<file path="config.mk">
export PLATFORM = sky130hd
export DESIGN_NAME = ehl_jtag_tap
export DESIGN_NICKNAME = d
export VERILOG_FILES = /design/src/rtl/ehl_jtag_tap.sv
export SDC_FILE = /design/constraint.sdc
export NUM_CORES = 1
export LEC_CHECK = 0
export CAP_MARGIN = 20
export CELL_PAD_IN_SITES_DETAIL_PLACEMENT = 0
export CELL_PAD_IN_SITES_GLOBAL_PLACEMENT = 1
export CORE_ASPECT_RATIO = 1.75
export CORE_MARGIN = 10
export CORE_UTILIZATION = 41
export DETAILED_ROUTE_END_ITERATION = 10
export PLACE_DENSITY = 0.82
export SYNTH_ARGS = -nofsm -noshare
export SYNTH_HDL_FRONTEND = slang
export SYNTH_SLANG_ARGS = --single-unit
</file>
<file path="constraint.sdc">
create_clock -name tck -period 1.77 [get_ports tck]
set_clock_uncertainty 0.1 [all_clocks]
set_input_delay 0.4425 -clock tck [delete_from_list [all_inputs] [get_ports tck]]
set_output_delay 0.4425 -clock tck [all_outputs]
set_load 0.03 [all_outputs]
</file>
<file path="src/rtl/ehl_jtag_tap.sv">
// ehl_jtag_tap: IEEE 1149.1 TAP controller (FSM, IR, BYPASS/IDCODE DRs, TDO mux) sequencing the BSC chain.
// Latency: strobes decode the registered state; TDO updates on the falling tck edge. No backpressure (tck-paced).
// Optional 32-bit ID register and IDCODE reset instruction enabled by `define EHL_JTAG_IDCODE_EN.
module ehl_jtag_tap #(
  parameter int                  IR_WIDTH  = 4,
  parameter logic [IR_WIDTH-1:0] OP_EXTEST = IR_WIDTH'(0),
  parameter logic [IR_WIDTH-1:0] OP_SAMPLE = IR_WIDTH'(1),
  parameter logic [IR_WIDTH-1:0] OP_INTEST = IR_WIDTH'(2),
  parameter logic [IR_WIDTH-1:0] OP_IDCODE = IR_WIDTH'(3),
  parameter logic [31:0]         IDCODE    = 32'h1000_0001
) (
  input  logic tck,
  input  logic trst_n,
  input  logic tms,
  input  logic tdi,
  output logic tdo,
  output logic tdo_en,
  input  logic bsr_so,
  output logic capture_dr,
  output logic shift_dr,
  output logic update_dr,
  output logic extest,
  output logic intest
);

  typedef enum logic [3:0] {
    TLR, RTI, SEL_DR, CAP_DR, SH_DR, EX1_DR, PA_DR, EX2_DR, UPD_DR,
    SEL_IR, CAP_IR, SH_IR, EX1_IR, PA_IR, EX2_IR, UPD_IR
  } state_e;

`ifdef EHL_JTAG_IDCODE_EN
  localparam bit                  ID_EN  = 1'b1;
  localparam logic [IR_WIDTH-1:0] RST_OP = OP_IDCODE;
`else
  // Without the ID register the IDCODE opcode falls through to BYPASS.
  localparam bit                  ID_EN  = 1'b0;
  localparam logic [IR_WIDTH-1:0] RST_OP = '1;
`endif

  localparam logic [IR_WIDTH-1:0] IR_CAP = IR_WIDTH'(2'b01);

  state_e              state_q, state_d;
  logic [IR_WIDTH-1:0] ir_q, ir_d;
  logic [IR_WIDTH-1:0] ir_shift_q, ir_shift_d;
  logic                bypass_q, bypass_d;
  logic [31:0]         id_q, id_d;
  logic                tdo_q, tdo_d;
  logic                tdo_en_q, tdo_en_d;

  logic bsr_sel, id_sel, byp_sel;

  assign bsr_sel = (ir_q == OP_EXTEST) || (ir_q == OP_SAMPLE) || (ir_q == OP_INTEST);
  assign id_sel  = ID_EN && (ir_q == OP_IDCODE);
  assign byp_sel = !bsr_sel && !id_sel;

  always_comb begin
    state_d = state_q;
    case (state_q)
      TLR:    state_d = tms ? TLR    : RTI;
      RTI:    state_d = tms ? SEL_DR : RTI;
      SEL_DR: state_d = tms ? SEL_IR : CAP_DR;
      CAP_DR: state_d = tms ? EX1_DR : SH_DR;
      SH_DR:  state_d = tms ? EX1_DR : SH_DR;
      EX1_DR: state_d = tms ? UPD_DR : PA_DR;
      PA_DR:  state_d = tms ? EX2_DR : PA_DR;
      EX2_DR: state_d = tms ? UPD_DR : SH_DR;
      UPD_DR: state_d = tms ? SEL_DR : RTI;
      SEL_IR: state_d = tms ? TLR    : CAP_IR;
      CAP_IR: state_d = tms ? EX1_IR : SH_IR;
      SH_IR:  state_d = tms ? EX1_IR : SH_IR;
      EX1_IR: state_d = tms ? UPD_IR : PA_IR;
      PA_IR:  state_d = tms ? EX2_IR : PA_IR;
      EX2_IR: state_d = tms ? UPD_IR : SH_IR;
      UPD_IR: state_d = tms ? SEL_DR : RTI;
    endcase
  end

  // Instruction only moves in TLR/UPD_IR, so extest/intest hold through every DR state.
  always_comb begin
    ir_d       = ir_q;
    ir_shift_d = ir_shift_q;
    bypass_d   = bypass_q;
    id_d       = id_q;
    case (state_q)
      TLR:    ir_d       = RST_OP;
      CAP_IR: ir_shift_d = IR_CAP;
      SH_IR:  ir_shift_d = {tdi, ir_shift_q[IR_WIDTH-1:1]};
      UPD_IR: ir_d       = ir_shift_q;
      CAP_DR: begin
        if (byp_sel) bypass_d = 1'b0;
        if (id_sel)  id_d     = IDCODE | 32'h1;
      end
      SH_DR: begin
        if (byp_sel) bypass_d = tdi;
        if (id_sel)  id_d     = {tdi, id_q[31:1]};
      end
      default: ;
    endcase
  end

  always_ff @(posedge tck or negedge trst_n) begin
    if (!trst_n) begin
      state_q    <= TLR;
      ir_q       <= RST_OP;
      ir_shift_q <= '0;
      bypass_q   <= 1'b0;
      id_q       <= '0;
    end else begin
      state_q    <= state_d;
      ir_q       <= ir_d;
      ir_shift_q <= ir_shift_d;
      bypass_q   <= bypass_d;
      id_q       <= id_d;
    end
  end

  always_comb begin
    tdo_d    = tdo_q;
    tdo_en_d = 1'b0;
    if (state_q == SH_IR) begin
      tdo_d    = ir_shift_q[0];
      tdo_en_d = 1'b1;
    end else if (state_q == SH_DR) begin
      tdo_en_d = 1'b1;
      if (bsr_sel)     tdo_d = bsr_so;
      else if (id_sel) tdo_d = id_q[0];
      else             tdo_d = bypass_q;
    end
  end

  // Falling-edge launch gives the pin half a tck of setup before the host samples.
  always_ff @(negedge tck or negedge trst_n) begin
    if (!trst_n) begin
      tdo_q    <= 1'b0;
      tdo_en_q <= 1'b0;
    end else begin
      tdo_q    <= tdo_d;
      tdo_en_q <= tdo_en_d;
    end
  end

  assign tdo        = tdo_q;
  assign tdo_en     = tdo_en_q;
  assign capture_dr = bsr_sel && (state_q == CAP_DR);
  assign shift_dr   = bsr_sel && (state_q == SH_DR);
  assign update_dr  = bsr_sel && (state_q == UPD_DR);
  assign extest     = (ir_q == OP_EXTEST);
  assign intest     = (ir_q == OP_INTEST);

endmodule

</file>
==> metrics.txt <==
ratio of cells with drive above 1 in the final layout=47.22%; CP max FO=2; Yosys top cell by area=dfrtp_1; status=complete, but fails checks; hold path start=ir_shift_q[2]$_DFFE_PN0P_; max_cap viols=0; IO buf count=11; Diodes inserted=0; Routed Antenna Nets=0; Post-Syn Area=slightly below 1000 sq um; die height=84.71 um; r2r setup slk=-0.30 ns; antenna violations before repair=0; Clock Path Buffers=2; io pins=12; Worst-Margin Slew=0.2578 ns; syn nets=112; routed len/inst=between 15 and 20 um; R2R cell count=3; DRC viols=0; Slew HR=82.54%; HPWL Detailed=2003 um; worst path bufs/invs=1; total power draw=2.331 mW; worst-skew pair later-pin latency=0.25 ns; Yosys top cell area share=about 23%; Starting DRT DRC Count=16; final hold vios=0; setup TNS=-1.984 ns; HP Class=reg2reg; row cnt=23; Worst R2R Start=ir_q[0]$_DFFE_PN1P_; flops & latches, synth=15; Post-Synthesis Cells=107; core area=around 2300 sq um; VDD IR max=0.0008878 V; post-synth cell types=40; final worst setup slack=-0.4795 ns; grt total ovfl=0; crit-path max cell delay=0.42 ns; RSZ-0062 raised after global routing=yes; Crit path max-delay family=flip-flops; Initial Util=a little over two fifths; Syn Area/Cell=9.168 sq um; async set or reset register ratio after synthesis=100.0%; RD Place Congestion=0.7735; slowest stage cell on the critical path=dfrtn_1; crit path cell chain=buf_6; most frequent cells after synthesis=13 x nand2_1, 13 x o21ai_1, 9 x dfrtp_1, 9 x nor2_1, 6 x a21oi_1; final setup fails=8; via count=931; CTS Buf Count=3; WP data required=about 1.2 ns; register area share after synthesis=about two fifths; startpoint types=flip-flop; clock sink count=15; Post-synth EDFFs=0; Ys Warns=0; violated checks=negative setup slack; Worst Setup End Kind=output pin; Arr. time, crit path=1.71 ns; synthesis-to-finish area growth=45.79%; Place WS=-0.4699 ns; CTS clk-pin slew, worst paths=0.06 ns; clk root buf=clkbuf_8; first-pass GRT wire length=4692 um; global-route usage over all layers=11.73%; die area=4826 sq um; DRT Wirelength=~2700 um; Slew Limit Fails=0; Hold Path Depth=2; average vias per placed instance=around 5.5; crit path launch=tdo$_DFFE_NN0P_; Area contributors post-synth=dfrtp_1 23%, dfstp_2 11%, o21ai_1 6.6%; TritonCTS clock tree=yes; H-Tree Depth=1; Leak=0.6619 nW; pin count of the biggest net entering global routing=19; Chip Width=56.98 um; Synth Flop Type=dfrtp_1; crit path kind=reg2out; power density over the cells=1630 nW/um^2; vias in the first global route=1021; Util after Layout=62.12%; CTS Hold Buffers Added=0; Final nets=150; drt pass-1 iters=3; Hold EP=ir_shift_q[2]$_DFFE_PN0P_; r2r endpoint=tdo$_DFFE_NN0P_
## layer usage
metal  up-vias  global-route usage [%]  routed length [um]
met5         -                       0                   0
met4         0                   5.150                  44
met1       461                   10.91                 993
met2         9                   23.29                1645
li1        457                       -                   -
met3         4                   1.810                  60
## cells by family after synthesis
family	count (synthesis)	share of synthesized area, %
flops	15	38.78
xor+xnor	1	0.8930
compound gates	37	25.89
mux	1	1.020
simple gates	42	24.49
buf+inv	11	8.927
## state kept, by name (all words and copies together), names as in the netlist
register    count
bypass_q        1
ir_q            4
ir_shift_q      4
state_q         4
tdo             1
tdo_en          1
## cell usage in the layout, fill, tap and decap left out, drive strengths merged, types with 2 or more instances in the layout
cell,instances
buf,37
a22oi,4
o21ai,17
nor3,2
nand3,3
dfrtn,2
clkdlybuf4s50,4
inv,3
nor2,10
nand2b,4
clkbuf,3
nand2,15
dfstp,4
a21oi,6
dfrtp,9
nor4,3
## worst max-delay path by stage
stage | end | cells past startpoint | slack (ns)
floorplan | intest | 1 | -0.34
global placement | tdo$_DFFE_NN0P_ | 3 | -0.44
detailed placement | tdo$_DFFE_NN0P_ | 3 | -0.47
CTS | tdo | 1 | -0.48
global route | tdo | 1 | -0.51
finish | tdo | 1 | -0.48
## final cells by class
type | instances | area, sq um
fillers | 221 | 872.1
multi-input cells | 81 | 605.6
flip-flops and latches | 15 | 380.4
repair buffers | 41 | 355.3
clock buffers | 3 | 41.29
well taps | 25 | 31.28
inverters | 3 | 11.26
clock inverters | 1 | 5.005
## through the flow
stage | hold slack (ns) | std cells | cell area, sq um
after detailed placement | 0.4171 | 158 | 1209
after floorplan | 0.04691 | 107 | 988.4
after global placement | 0.4150 | 158 | 1209
final | 0.4303 | 169 | 1430
after global routing | 0.4641 | 169 | 1430
after CTS | 0.4312 | 167 | 1355
## what timing repair did
action / 4_1_cts / 5_1_grt
pin swaps: 5 / 1
endpoints found under the setup margin: 9 / 14
resized for setup: 13 / 13
buffers inserted: 6 / 3
hold endpoints to repair: 0 / 0
## report_power, final
group	total (mW)	switching, mW	internal [mW]
Combinational	1.44	0.785	0.660
Clock	0.279	0.124	0.156
Sequential	0.608	0.113	0.494
Total	2.33	1.02	1.31
No activity file was read; power rests on OpenSTA's default activity.
